<file path="config.mk">
export PLATFORM = sky130hd
export DESIGN_NAME = cpu_run_ctrl
export DESIGN_NICKNAME = d
export VERILOG_FILES = /design/src/rtl/cpu_run_ctrl_pkg.sv /design/src/rtl/cpu_run_ctrl_cycle_counter.sv /design/src/rtl/cpu_run_ctrl.sv
export SDC_FILE = /design/constraint.sdc
export NUM_CORES = 1
export LEC_CHECK = 0
export CAP_MARGIN = 20
export CORE_ASPECT_RATIO = 0.5
export CORE_UTILIZATION = 40
export CTS_CLUSTER_DIAMETER = 200
export DETAILED_ROUTE_END_ITERATION = 8
export GPL_TIMING_DRIVEN = 0
export PLACE_DENSITY = 0.73
export SLEW_MARGIN = 10
export SYNTH_ARGS = -nofsm -noshare
export SYNTH_HDL_FRONTEND = slang
export SYNTH_HIERARCHICAL = 1
export SYNTH_SLANG_ARGS = --single-unit
export TNS_END_PERCENT = 1
</file>
<file path="constraint.sdc">
create_clock -name clk -period 12.1 [get_ports clk]
set_clock_uncertainty 0.2 [all_clocks]
set_input_delay 1.815 -clock clk [delete_from_list [all_inputs] [get_ports clk]]
set_output_delay 1.815 -clock clk [all_outputs]
set_load 0.005 [all_outputs]
</file>
<file path="src/rtl/cpu_run_ctrl_pkg.sv">
// Shared types for the CPU run controller: FSM state encoding and a busy decode helper.
package cpu_run_ctrl_pkg;

  // Fixed 3-bit encoding so the state value is stable across tools and debug views.
  typedef enum logic [2:0] {
    StIdle    = 3'd0,
    StRstHold = 3'd1,
    StRun     = 3'd2,
    StDone    = 3'd3,
    StTmo     = 3'd4
  } run_state_e;

  // A run is in flight while the CPU is held in reset or executing.
  function automatic logic state_is_busy(run_state_e s);
    return (s == StRstHold) || (s == StRun);
  endfunction

endpackage

</file>
<file path="src/rtl/cpu_run_ctrl_cycle_counter.sv">
// Saturating run-cycle counter with clear, enable and an equality-to-limit flag.
module cpu_run_ctrl_cycle_counter
  import cpu_run_ctrl_pkg::*;
#(
  parameter int unsigned CNT_W = 32
) (
  input  logic             clk_i,
  input  logic             rst_i,
  input  logic             clear_i,
  input  logic             en_i,
  input  logic [CNT_W-1:0] limit_i,
  output logic [CNT_W-1:0] count_o,
  output logic             hit_o
);

  logic [CNT_W-1:0] count_q;
  logic [CNT_W-1:0] count_inc;

  // Incremented value, pinned at all-ones so the count never wraps.
  always_comb begin
    count_inc = count_q;
    if (count_q != {CNT_W{1'b1}}) begin
      count_inc = count_q + {{(CNT_W-1){1'b0}}, 1'b1};
    end
  end

  // Flags the cycle whose increment lands exactly on the limit.
  assign hit_o   = (count_inc == limit_i);
  assign count_o = count_q;

  // Count state: clear wins over enable.
  always_ff @(posedge clk_i) begin
    if (rst_i) begin
      count_q <= '0;
    end else if (clear_i) begin
      count_q <= '0;
    end else if (en_i) begin
      count_q <= count_inc;
    end
  end

endmodule

</file>
<file path="src/rtl/cpu_run_ctrl.sv">
// Run controller: owns the CPU reset, muxes host program loads onto the instruction-memory
// write port, launches runs and reports HALT / timeout / abort outcome with the final PC.
module cpu_run_ctrl
  import cpu_run_ctrl_pkg::*;
#(
  parameter int unsigned IMEM_AW     = 8,
  parameter int unsigned RST_CYCLES  = 2,
  parameter int unsigned TIMEOUT_CYC = 1024,
  parameter int unsigned CNT_W       = 32
) (
  input  logic               clk,
  input  logic               rst,
  input  logic               start,
  input  logic               abort,
  input  logic               host_we,
  input  logic [IMEM_AW-1:0] host_addr,
  input  logic [31:0]        host_wdata,
  output logic               imem_we,
  output logic [IMEM_AW-1:0] imem_waddr,
  output logic [31:0]        imem_wdata,
  output logic               cpu_rst,
  input  logic               cpu_halted,
  input  logic [31:0]        cpu_pc,
  output logic               busy,
  output logic               done,
  output logic               timeout,
  output logic               load_rej,
  output logic [CNT_W-1:0]   cycle_count,
  output logic [31:0]        final_pc
);

  localparam int unsigned     HoldW      = (RST_CYCLES < 2) ? 1 : $clog2(RST_CYCLES + 1);
  localparam logic [HoldW-1:0] HoldInit  = HoldW'(RST_CYCLES);
  localparam logic [CNT_W-1:0] TimeoutLim = CNT_W'(TIMEOUT_CYC);

  run_state_e         state_q;
  logic [HoldW-1:0]   hold_q;
  logic               cpu_rst_q;
  logic               imem_we_q;
  logic [IMEM_AW-1:0] imem_waddr_q;
  logic [31:0]        imem_wdata_q;
  logic               done_q;
  logic               timeout_q;
  logic               load_rej_q;
  logic [31:0]        final_pc_q;

  logic cnt_clear;
  logic cnt_en;
  logic cnt_hit;
  logic launch;

  // A launch is accepted only from a resting state and loses to a simultaneous abort.
  assign launch    = start && !abort &&
                     (state_q == StIdle || state_q == StDone || state_q == StTmo);
  assign cnt_clear = launch;
  assign cnt_en    = (state_q == StRun) && !abort && !cpu_halted;

  cpu_run_ctrl_cycle_counter #(
    .CNT_W (CNT_W)
  ) u_cycle_counter (
    .clk_i   (clk),
    .rst_i   (rst),
    .clear_i (cnt_clear),
    .en_i    (cnt_en),
    .limit_i (TimeoutLim),
    .count_o (cycle_count),
    .hit_o   (cnt_hit)
  );

  // FSM, host-load mux and status registers.
  always_ff @(posedge clk) begin
    if (rst) begin
      state_q      <= StIdle;
      hold_q       <= '0;
      cpu_rst_q    <= 1'b1;
      imem_we_q    <= 1'b0;
      imem_waddr_q <= '0;
      imem_wdata_q <= '0;
      done_q       <= 1'b0;
      timeout_q    <= 1'b0;
      load_rej_q   <= 1'b0;
      final_pc_q   <= '0;
    end else begin
      // Host writes pass through only while no run is in flight.
      if (!state_is_busy(state_q)) begin
        imem_we_q    <= host_we;
        imem_waddr_q <= host_addr;
        imem_wdata_q <= host_wdata;
        load_rej_q   <= 1'b0;
      end else begin
        imem_we_q    <= 1'b0;
        load_rej_q   <= host_we;
      end

      case (state_q)
        StIdle, StDone, StTmo: begin
          if (abort) begin
            state_q   <= StIdle;
            cpu_rst_q <= 1'b1;
          end else if (start) begin
            state_q    <= StRstHold;
            hold_q     <= HoldInit;
            cpu_rst_q  <= 1'b1;
            done_q     <= 1'b0;
            timeout_q  <= 1'b0;
            final_pc_q <= '0;
          end
        end
        StRstHold: begin
          if (abort) begin
            state_q   <= StIdle;
            cpu_rst_q <= 1'b1;
          end else if (hold_q <= 1) begin
            state_q   <= StRun;
            cpu_rst_q <= 1'b0;
          end else begin
            hold_q <= hold_q - 1'b1;
          end
        end
        StRun: begin
          if (abort) begin
            state_q   <= StIdle;
            cpu_rst_q <= 1'b1;
          end else if (cpu_halted) begin
            // CPU stays out of reset so its state can be inspected.
            state_q    <= StDone;
            done_q     <= 1'b1;
            final_pc_q <= cpu_pc;
          end else if (cnt_hit) begin
            state_q    <= StTmo;
            timeout_q  <= 1'b1;
            final_pc_q <= cpu_pc;
            cpu_rst_q  <= 1'b1;
          end
        end
        default: begin
          state_q   <= StIdle;
          cpu_rst_q <= 1'b1;
        end
      endcase
    end
  end

  assign busy       = state_is_busy(state_q);
  assign cpu_rst    = cpu_rst_q;
  assign imem_we    = imem_we_q;
  assign imem_waddr = imem_waddr_q;
  assign imem_wdata = imem_wdata_q;
  assign done       = done_q;
  assign timeout    = timeout_q;
  assign load_rej   = load_rej_q;
  assign final_pc   = final_pc_q;

endmodule

</file>
==> out/metrics.yaml <==
wl_met3_um: 846
die-area_um2: 15300
fmax_mhz: 208
grt_first_pass_wirelength_mm: 27.9
numCtsBuffers: 17
reg2reg_depth: 13
synth-main-ff-cell: "dfxtp_1"
setup_viol: 0
cp_slowest_cell: "nor4_2"
area_growth_pct: 48.1
final_cell_area_um2: 8740
worst_hold_slack_ns: 0.251
routed_via_density: 5.00
post_dp_cell_area_um2: 8140
postCtsHoldBufs: 0
rows: 30
gp_congestion: 0.889
cp.arrival_ns: 4.94
yosysMostFrequentCell: "nand2_1"
post_cts_buffers: 0
drc: 0
regToRegEndpoint: "final_pc[0]"
slew_viol_final: 0
drive_gt1_share_pct: 8.04
status: "finished, final reports clean"
clk_latency_ns: 0.40
crit_start: "u_cycle_counter/count_o[0]"
detailed_place_hpwl_mm: 12.5
grt_pass1_vias: 5684
total_power_mw: 1.04
cts_sinks: 114
tightest_slew_ns: 0.735
yosys-top-cells-area: "dfxtp_1, nand2_1, mux2i_1"
drv_cap: 0
cts_tree: "yes"
antenna_found_initial: 0
yosys.area_share.simple_pct: 26.8
root_buffer: "clkbuf_16"
maxSlewHeadroom_pct: 50.8
ys_seq_area_share_pct: 38.7
yosysUniqueCellTypes: 63
synthCells: 741
boundaryPins: 188
cts_buffer_depth: 2
ir_drop_v: 0.000109
drt_iter0_drc: 378
core_region_area_um2: 14000
overflow: 0
hp-class: "flop to flop"
yosys_register_bits: 114
dr.max_layer_used: "met4"
hp-start: "imem_wdata[18]"
cts_resized: 0
final_util_pct: 62.6
synth_commonest_cells: "nand2_1, dfxtp_1, a21oi_1"
fin_crit_ns: 4.81
slowest_delay_ns: 0.64
hold-path-cell-count: 2
antenna_cells: 0
finalHoldViolCount: 0
ys_async_sr_fraction_pct: 0
period_share_pct: 39.8
die_width_um: 174
port-buffer-count: 187
r2r-start: "u_cycle_counter/count_o[0]"
wl_mm: 17.2
grt_start_max_net_pins: 17
cp_max_fo: 10
required_ns: 12.23
whs_endpoint: "imem_wdata[18]"
r2r_slack_ns: 7.29
yosys_warnings: 6
startpoint_type: "flop"
synth.avg_cell_area_um2: 7.96
num_vias: 5930
p_per_area_nw_per_um2: 120
endpoint_kind: "flop"
crit_type: "flop to flop"
final_nets: 1062
synth_top_family_by_area: "simple AND/OR/NAND/NOR gates"
synthAdderAreaFrac_pct: 0.424
drt_first_pass_iters: 5
die_h_um: 87.9
path_clk_slew_ns: 0.06
antenna_left: 0
synth_enable_flop_cells: 0
power_leakage_nw: 3.20
path_cells: "ha_1 -> nand3_1 -> nor4_2 -> buf_2 -> a32oi_1 -> o32ai_1 -> nand4b_1 -> or4_1 -> nor4_2 -> nor3_4 -> nor3_4 -> buf_6 -> mux2i_1"
rsz0062_at_grt: "false"
wl_met2_mm: 8.19
synth.top_cell.area_share_pct: 38.7
synth_top_area_cell: "dfxtp_1"
met1_length_mm: 7.85
synth-compound-area-share_pct: 12.2
grt_usage_pct: 22.8
start_util_pct: 42.2
synthMuxAreaShare_pct: 5.96
synth_area_um2: 5900
htreeDepth: 4
synth_xor_area_share_pct: 10.5
wl_per_cell_um: 14.4
setup_tns_ns: 0
==> power breakdown <==
group	internal (mW)	switching (mW)
registers	0.391	0.00752
logic	0.0750	0.0643
clock network	0.309	0.199
==> registers in the layout, indices dropped and copies added (netlist names) <==
name                     cells
load_rej                     1
u_cycle_counter/count_o     32
cpu_rst                      1
final_pc                    32
timeout                      1
hold_q                       2
done                         1
state_q                      3
imem_wdata                  32
imem_we                      1
imem_waddr                   8
==> logic make-up after synthesis <==
logic type / Yosys count
flops: 114
mux: 35
buf+inv: 67
compound gates: 116
other cells: 2
xor+xnor: 71
fa+ha+maj: 2
simple gates: 334
==> layer usage <==
layer / vias up / GRT usage, %
met5: - / 0
met4: 0 / 8.45
met3: 22 / 4.08
met2: 168 / 39.7
met1: 2752 / 28.5
li1: 2988 / -
==> per-stage QoR <==
stage                     cells  worst slack [ns]
after global routing       1187              6.88
final                      1187              7.29
after floorplan             776              8.04
after global placement     1155              7.28
after detailed placement   1155              7.29
after CTS                  1187              7.33
==> how the worst max path moves through the flow <==
stage                                             end  slack [ns]  cells after the start
after floorplan                               timeout        8.04                     13
after global placement    u_cycle_counter/count_o[30]        7.28                      9
after detailed placement  u_cycle_counter/count_o[30]        7.29                      9
after CTS                                final_pc[23]        7.33                     13
after global routing                     final_pc[23]        6.88                     13
final                                     final_pc[0]        7.29                     13
==> critical path, delay by kind of cell (launching register included) <==
kind,cells,cell delay (ns)
and+or+nand+nor,7,2.60
DFF,1,0.46
muxes,1,0.21
buffers and inverters,2,0.56
adders and majority gates,1,0.29
AOI/OAI and AO/OA,2,0.40
==> area by class of cell <==
cell class	instances	area [um^2]
Buffer	53	258
Clock buffer	17	425
Clock inverter	15	169
Fill cell	1278	5230
Inverter	14	52.6
Multi-Input combinational cell	595	3440
Sequential cell	114	2280
Tap cell	192	240
Timing Repair Buffer	187	1870
==> layout by cell type, fill, tap and decap left out, types with 4 or more instances in the layout <==
| cell type | instances |
|---|---|
| clkdlybuf4s50_1 | 187 |
| nand2_1 | 172 |
| dfxtp_1 | 114 |
| a21oi_1 | 56 |
| nor2_1 | 52 |
| xor2_1 | 37 |
| conb_1 | 37 |
| mux2i_1 | 34 |
| xnor2_1 | 34 |
| buf_2 | 26 |
| clkbuf_1 | 22 |
| nand3_1 | 22 |
| nand4_1 | 18 |
| clkbuf_16 | 17 |
| nor3_1 | 14 |
| o21ai_0 | 13 |
| inv_1 | 12 |
| or3_1 | 11 |
| a31oi_1 | 10 |
| inv_6 | 7 |
| and3_1 | 7 |
| nand2b_1 | 5 |
| or4_1 | 5 |
| a211oi_1 | 5 |
| o31ai_1 | 4 |
| clkinv_4 | 4 |
| and4_1 | 4 |
Power figures use the tool's default switching activity.
